==> src/rtl/seg7_scan.sv <==
// Eight-digit multiplexed hex display driver.
// The value on `digit` is latched only at frame boundaries, so the display never shows a half-updated frame.
module seg7_scan #(
    parameter int unsigned SCAN_DIV = 200000
) (
    input  logic        clk,
    input  logic        rst,
    input  logic [31:0] digit,
    input  logic        en,
    output logic [7:0]  an,
    output logic [7:0]  seg,
    output logic        frame_done
);

    localparam int unsigned CW = $clog2(SCAN_DIV);
    localparam logic [CW-1:0] CNT_MAX = CW'(SCAN_DIV - 1);

    logic [CW-1:0] cnt_q, cnt_d;
    logic [2:0]    idx_q, idx_d;
    logic [31:0]   shadow_q, shadow_d;
    logic [7:0]    an_d, seg_d;
    logic          frame_done_d;
    logic          wrap;
    logic [3:0]    nibble;
    logic [7:0]    seg_dec;

    always_comb begin
        wrap         = (cnt_q == CNT_MAX);
        cnt_d        = wrap ? '0 : cnt_q + 1'b1;
        idx_d        = wrap ? idx_q + 3'd1 : idx_q;
        frame_done_d = wrap && (idx_q == 3'd7);
        shadow_d     = frame_done_d ? digit : shadow_q;
        nibble       = shadow_q[{idx_q, 2'b00} +: 4];
    end

    // Active-low segments {dp,g,f,e,d,c,b,a}; dp held off.
    always_comb begin
        seg_dec = 8'hFF;
        case (nibble)
            4'h0: seg_dec = 8'hC0;
            4'h1: seg_dec = 8'hF9;
            4'h2: seg_dec = 8'hA4;
            4'h3: seg_dec = 8'hB0;
            4'h4: seg_dec = 8'h99;
            4'h5: seg_dec = 8'h92;
            4'h6: seg_dec = 8'h82;
            4'h7: seg_dec = 8'hF8;
            4'h8: seg_dec = 8'h80;
            4'h9: seg_dec = 8'h90;
            4'hA: seg_dec = 8'h88;
            4'hB: seg_dec = 8'h83;
            4'hC: seg_dec = 8'hC6;
            4'hD: seg_dec = 8'hA1;
            4'hE: seg_dec = 8'h86;
            4'hF: seg_dec = 8'h8E;
            default: seg_dec = 8'hFF;
        endcase
    end

    // Blanking only gates the outputs; the scan keeps running underneath.
    always_comb begin
        an_d  = en ? ~(8'b1 << idx_q) : 8'hFF;
        seg_d = en ? seg_dec : 8'hFF;
    end

    always_ff @(posedge clk or negedge rst) begin
        if (!rst) begin
            cnt_q      <= '0;
            idx_q      <= 3'd0;
            shadow_q   <= 32'h0;
            an         <= 8'hFF;
            seg        <= 8'hFF;
            frame_done <= 1'b0;
        end else begin
            cnt_q      <= cnt_d;
            idx_q      <= idx_d;
            shadow_q   <= shadow_d;
            an         <= an_d;
            seg        <= seg_d;
            frame_done <= frame_done_d;
        end
    end

endmodule

==> config.mk <==
export PLATFORM = sky130hd
export DESIGN_NAME = seg7_scan
export DESIGN_NICKNAME = d
export VERILOG_FILES = /design/src/rtl/seg7_scan.sv
export SDC_FILE = /design/constraint.sdc
export NUM_CORES = 1
export LEC_CHECK = 0
export ABC_AREA = 1
export CAP_MARGIN = 20
export CORE_AREA = 2 2 128 130
export DETAILED_ROUTE_END_ITERATION = 10
export DIE_AREA = 0 0 130 132
export SLEW_MARGIN = 20
export SYNTH_ARGS = -nofsm -noshare
export SYNTH_HDL_FRONTEND = slang
export SYNTH_SLANG_ARGS = --single-unit
==> constraint.sdc <==
create_clock -name clk -period 5.8 [get_ports clk]
set_clock_uncertainty 0.15 [all_clocks]
set_input_delay 0.87 -clock clk [delete_from_list [all_inputs] [get_ports clk]]
set_output_delay 0.87 -clock clk [all_outputs]
set_load 0.02 [all_outputs]
==> results of run 1 <==
## worst register-to-register path: cells and delay by family (launching register included)
kind,cells,cell delay (ns)
fa+ha+maj,1,0.18
buf+inv,2,0.42
flops,1,0.74
simple gates,8,0.84
## cells by family (layout without fill, tap and decap cells)
group,after synthesis,count (layout),share of synthesized area
and+or+nand+nor,223,223,0.266
buffers and inverters,73,126,0.101
DFF,69,69,0.487
AOI/OAI and AO/OA,36,36,0.0803
adders and majority gates,13,13,0.0454
xor gates and xnor gates,8,8,0.0196
other,1,1,0.00105
## synthesized netlist by cell type, drive strengths merged
| library cell | count | area share |
|---|---|---|
| clkinv | 2 | 0.0035 |
| xnor2 | 2 | 0.0049 |
| nand4 | 2 | 0.0035 |
| nand3b | 1 | 0.0021 |
| o21bai | 1 | 0.0021 |
| nor2 | 26 | 0.027 |
| ha | 13 | 0.045 |
| clkbuf | 1 | 0.0010 |
| or2 | 1 | 0.0017 |
| xor2 | 6 | 0.015 |
| nor3 | 5 | 0.0098 |
| o21ai | 31 | 0.072 |
| dfrtp | 54 | 0.38 |
| dfstp | 15 | 0.11 |
| nand2 | 129 | 0.14 |
| o211ai | 1 | 0.0021 |
| nand3 | 59 | 0.085 |
| a21oi | 2 | 0.0028 |
| inv | 57 | 0.060 |
| a31oi | 1 | 0.0017 |
| conb | 1 | 0.0010 |
| buf | 13 | 0.036 |
## worst paths after layout
| check | endpoint | slack, ns | from | cells after the start |
|---|---|---|---|---|
| setup / recovery | an[3] | 3.32 | an[3]$_DFF_PN1_ | 1 |
| hold / removal | cnt_q[0]$_DFF_PN0_ | 0.32 | cnt_q[0]$_DFF_PN0_ | 1 |
| setup reg to reg | seg[3]$_DFF_PN1_ | 3.40 | idx_q[0]$_DFFE_PN0N_ | 11 |
| hold reg to reg | cnt_q[0]$_DFF_PN0_ | 0.32 | cnt_q[0]$_DFF_PN0_ | 1 |
| max in group asynchronous | cnt_q[13]$_DFF_PN0_ | 4.37 | rst | 2 |
| min in group asynchronous | shadow_q[11]$_DFFE_PN0P_ | 0.57 | rst | 2 |
## per-layer routing
| layer | vias to the layer above | GRT usage | wire, um |
|---|---|---|---|
| met5 | - | 0 | 0 |
| met4 | 0 | 0.0472 | 130 |
| met3 | 7 | 0.0260 | 396 |
| met2 | 58 | 0.144 | 3530 |
| met1 | 1277 | 0.132 | 3780 |
| li1 | 1418 | - | - |
## area by class of cell
class	count	area (um2)
clock inverters	6	61.3
fillers	1648	11200
clock buffers	10	239
flip-flops and latches	69	1750
inverters	59	226
repair buffers	51	503
multi-input cells	281	1480
well taps	216	270
## per-stage QoR
step / total power [mW] / cell area, um2
final: 1.08 / 4520
after global routing: 1.12 / 4520
after floorplan: 0.499 / 3580
after global placement: 0.537 / 4220
after CTS: 1.09 / 4520
after detailed placement: 0.537 / 4220
## flip-flops by register name, indices dropped and copies added, names as in the netlist
register,flops
frame_done,1
shadow_q,32
cnt_q,18
idx_q,3
an,8
seg,7
## placed cells by master (no fill, tap or decap), types with 2 or more instances in the layout
cell type | netlist | final
xor2_1 | 6 | 6
dfrtp_1 | 54 | 54
o21ai_0 | 4 | 4
ha_1 | 13 | 13
clkinv_2 | 0 | 3
nand4_1 | 2 | 2
nand3_2 | 2 | 2
nor2_1 | 26 | 26
nor3_2 | 2 | 2
clkdlybuf4s50_1 | 0 | 49
dfstp_2 | 15 | 15
o21ai_2 | 27 | 27
clkbuf_16 | 0 | 9
inv_2 | 2 | 2
inv_1 | 55 | 55
nor3_1 | 3 | 3
nand3_1 | 57 | 57
nand2_1 | 127 | 127
xnor2_1 | 2 | 2
nand2_2 | 2 | 2
a21oi_1 | 2 | 2
## power by group through the flow
| stage | clock network [mW] | registers [mW] | logic [mW] |
|---|---|---|---|
| after CTS | 0.561 | 0.486 | 0.0435 |
| after detailed placement | 0 | 0.494 | 0.0435 |
| after floorplan | 0 | 0.496 | 0.00288 |
| after global routing | 0.584 | 0.485 | 0.0462 |
| after global placement | 0 | 0.494 | 0.0437 |
| final | 0.549 | 0.486 | 0.0420 |
==> metrics.txt, run 1 <==
Worst-Skew Late Latency=around 0.33 ns; post-synthesis register bit count=69; CP max-delay cell=clkdlybuf4s50_1; Area Overhead vs Synth=26.2%; cell area after synthesis=around 3600 um2; fin cells=692; Switching Share=0.209; FMAX=~400 MHz; number of antenna violations at the first check in global routing=0; kind of critical path=reg2out; Bufs and invs on worst path=1; RSZ-0062 raised after global routing=false; Core Box Area=about 16000 um2; Port Buffers=50; CP arrival=1.46 ns; Final Max Tran Viols=0; run status=complete, no violations; Min Hold Slack=around 0.32 ns; clock sinks=69; Final min period=roughly 2.5 ns; num ports=52; Die Y=between 100 and 150 um; Layout Utilization=0.288; maxcap violations=0; crit path capture type=output port; fin nets=approximately 520; endpoints failing setup=0; leak pwr=2.03 nW; Root Driver=clkbuf_16; fin crit share=0.427; fin worst setup slack=between 3 and 4 ns; Post-CTS Setup Inserts=0; H-tree levels=3; power share of the clock group=0.510; final hold vios=0; Comb pwr share=0.039; GRT Total Usage=0.0979; post-synthesis net count=471; CTS tree=yes; Vias/cell=between 3 and 4; first-pass GRT wire length=approximately 13000 um; sequential area share after synthesis=0.487; worst slew pin tran=~0.85 ns; grt total ovfl=0; Syn Inst Count=423; DR iter-0 viols=~210; Hold Buf Count CTS=0; Die X=130 um; largest net degree at the start of global routing=70; WL/cell=approximately 11 um; drt total wl=7830 um; VDD IR max=about 120 uV; ANT cells=0; Initial Utilization=0.228; CTS max path bufs=2; via count of the first global-routing pass=around 2700; Avg Cell Area, Syn=between 8 and 9 um2; Pint=around 850 uW; HPWL Detailed=roughly 6000 um; crit-path max cell delay=0.62 ns; pre-CTS WS=approximately 3.4 ns; DRC=0; WP data required=roughly 4.8 ns; final setup TNS=0 ns; share of cells above drive strength 1=0.147; max_slew headroom=0.432; largest fanout on the critical path=1; Switch Pwr=roughly 220 uW; Die ar.=17200 um2; CP cell instances=clkdlybuf4s50_1; yosys warns=0; post-CTS sizing=0; Num CTS Buffers=9; Critical Path Source Type=flop; gpl congestion=0.874; Seq pwr share=0.451; Vias=2760; row cnt=46; post-route ant nets=0; PD cells=between 200 and 250 nW/um2; CP top delay family=buffers and inverters; Pre-antenna DRT Iters=4; post-synthesis cell type count=31; Placed Cells=around 680; HP Class=reg2reg; clock transition at the registers of the reported paths=approximately 0.050 ns
(Power assumes the default switching activity.)
==> run 2, diff against run 1 <==
- clock period: 5.8 -> 2 ns (I/O delays scaled with it)
==> metrics.txt, run 2 (same netlist as run 1, synthesis figures left out) <==
run status=complete, no violations; Final Max Tran Viols=0; Port Buffers=50; endpoints failing setup=0; Initial Utilization=0.228; Pre-antenna DRT Iters=4; CTS max path bufs=2; largest net degree at the start of global routing=70; Critical path origin=idx_q[0]$_DFFE_PN0N_; PD cells=approximately 670 nW/um2; Vias=just under 3000; DRC=0; Vias/cell=roughly 4; post-route ant nets=0; crit-path max cell delay=approximately 0.45 ns; CTS tree=yes; Worst-Skew Late Latency=approximately 0.34 ns; final setup TNS=0 ns; DR iter-0 viols=approximately 190; CP max-delay cell=dfrtp_2; Worst R2R End=seg[3]$_DFF_PN1_; Root Driver=clkbuf_16; crit path capture type=flop; row cnt=46; area of the multi-input gates=1490 um2; Die Y=132 um; Critical Path Most Common Cell=nand3_1; CP cell instances=buf_6, nand2_1, nand3_1, nand3_1, nand2_2, buf_4, ha_1, nand3_1, nand3_1, nand3_1; Final min period=1.92 ns; maxcap violations=0; largest registers=shadow_q x32, cnt_q x18, an x8; GRT Total Usage=0.0995; Filler cells=between 1500 and 2000; largest fanout on the critical path=12; leak pwr=between 2 and 2.5 nW; pre-CTS WS=approximately 0.047 ns; FF-to-FF setup slack=roughly 0.082 ns; grt total ovfl=0; final hold vios=0; Area Overhead vs Synth=33.2%; Num CTS Buffers=9; gpl congestion=slightly above 0.8; kind of critical path=reg2reg; fin nets=541; WP data required=~2.1 ns; worst flop-to-flop path startpoint=idx_q[0]$_DFFE_PN0N_; first-pass GRT wire length=13600 um; crit path to=seg[3]$_DFF_PN1_; worst reg2reg path depth=10; Reg area=1750 um2; commonest non-fill, non-tap cell in the layout=nand2_1; drt total wl=8150 um; FMAX=approximately 520 MHz; Critical Path Source Type=flop; Die ar.=between 15000 and 20000 um2; via count of the first global-routing pass=approximately 2900; max reg flops=32; num ports=52; Die X=approximately 130 um; number of antenna violations at the first check in global routing=0; fin crit share=0.959; Core Box Area=roughly 16000 um2; HPWL Detailed=about 6000 um; fin worst setup slack=0.0820 ns; most frequent cells in the layout=nand2_1, nand3_1, inv_1; ANT cells=0; CP arrival=just over 2 ns; HP Class=reg2reg; RSZ-0062 raised after global routing=true; share of cells above drive strength 1=0.195; clock transition at the registers of the reported paths=about 0.060 ns; H-tree levels=3; WL/cell=about 11 um; Biggest register=shadow_q; VDD IR max=between 300 and 400 uV; clock sinks=about 70
-- run 2: changes by cell type in the layout (fill, tap and decap cells not counted), sizes merged --
cell         previous run  this run
clkinv                  5         4
dlygate4sd3             0         1
clkinvlp                1         0
buf                     2        23
clkbuf                 10        12
-- run 2: where the power goes --
part	leakage [nW]	switching (mW)	internal [mW]	total (mW)
clock	0.158	0.595	1.06	1.66
combinational	1.29	0.0533	0.0722	0.126
sequential	0.726	0.00137	1.41	1.41
total	2.18	0.650	2.54	3.19
-- run 2: repair_timing --
action | CTS | global route
endpoints found under the hold margin | 54 | 0
buffers inserted | 0 | 5
endpoints found under the setup margin | 0 | 26
resized for setup | 0 | 12
hold buffers | 1 | 0
-- run 2: how the worst min path moves through the flow --
stage                            start                       end  slack (ns)  depth (start not counted)
finish              cnt_q[0]$_DFF_PN0_        cnt_q[0]$_DFF_PN0_        0.31                          1
global route        cnt_q[0]$_DFF_PN0_        cnt_q[0]$_DFF_PN0_        0.35                          1
CTS                 cnt_q[0]$_DFF_PN0_        cnt_q[0]$_DFF_PN0_        0.32                          1
detailed placement                 rst  shadow_q[13]$_DFFE_PN0P_        0.20                          2
global placement                   rst  shadow_q[11]$_DFFE_PN0P_        0.19                          2
floorplan                          rst        cnt_q[0]$_DFF_PN0_       -0.15                          0
-- run 2: area by class of cell --
cell class | instances | area share
tap | 216 | 0.0566
clock buffer | 12 | 0.0558
multi-input combinational | 281 | 0.313
timing repair buffer | 73 | 0.149
inverter | 59 | 0.0495
clock inverter | 4 | 0.00944
sequential | 69 | 0.366
-- run 2: critical path: cells and delay by family (launching register included) --
kind | cells | cell delay (ns)
adder cells (fa/ha/maj) | 1 | 0.31
buffers and inverters | 2 | 0.31
flip-flops | 1 | 0.45
AND/OR/NAND/NOR | 7 | 0.62
-- run 2: metal layers --
| metal | GRT usage | vias to the layer above | part of all wire |
|---|---|---|---|
| met5 | 0 | - | 0 |
| met4 | 0.0436 | 0 | 0.017 |
| met3 | 0.0244 | 12 | 0.050 |
| met1 | 0.133 | 1352 | 0.47 |
| li1 | - | 1462 | - |
| met2 | 0.152 | 68 | 0.46 |
-- run 2: through the flow --
step           total power [mW]  cells  cell area [um2]   util  hold slack [ns]
3_5_place_dp               1.56    692             4380  0.279            0.203
6_report                   3.19    714             4770  0.304            0.312
4_1_cts                    3.21    709             4700  0.299            0.315
3_3_place_gp               1.56    692             4380  0.279            0.191
5_1_grt                    3.30    714             4770  0.304            0.349
2_1_floorplan              1.45    423             3580      -           -0.146
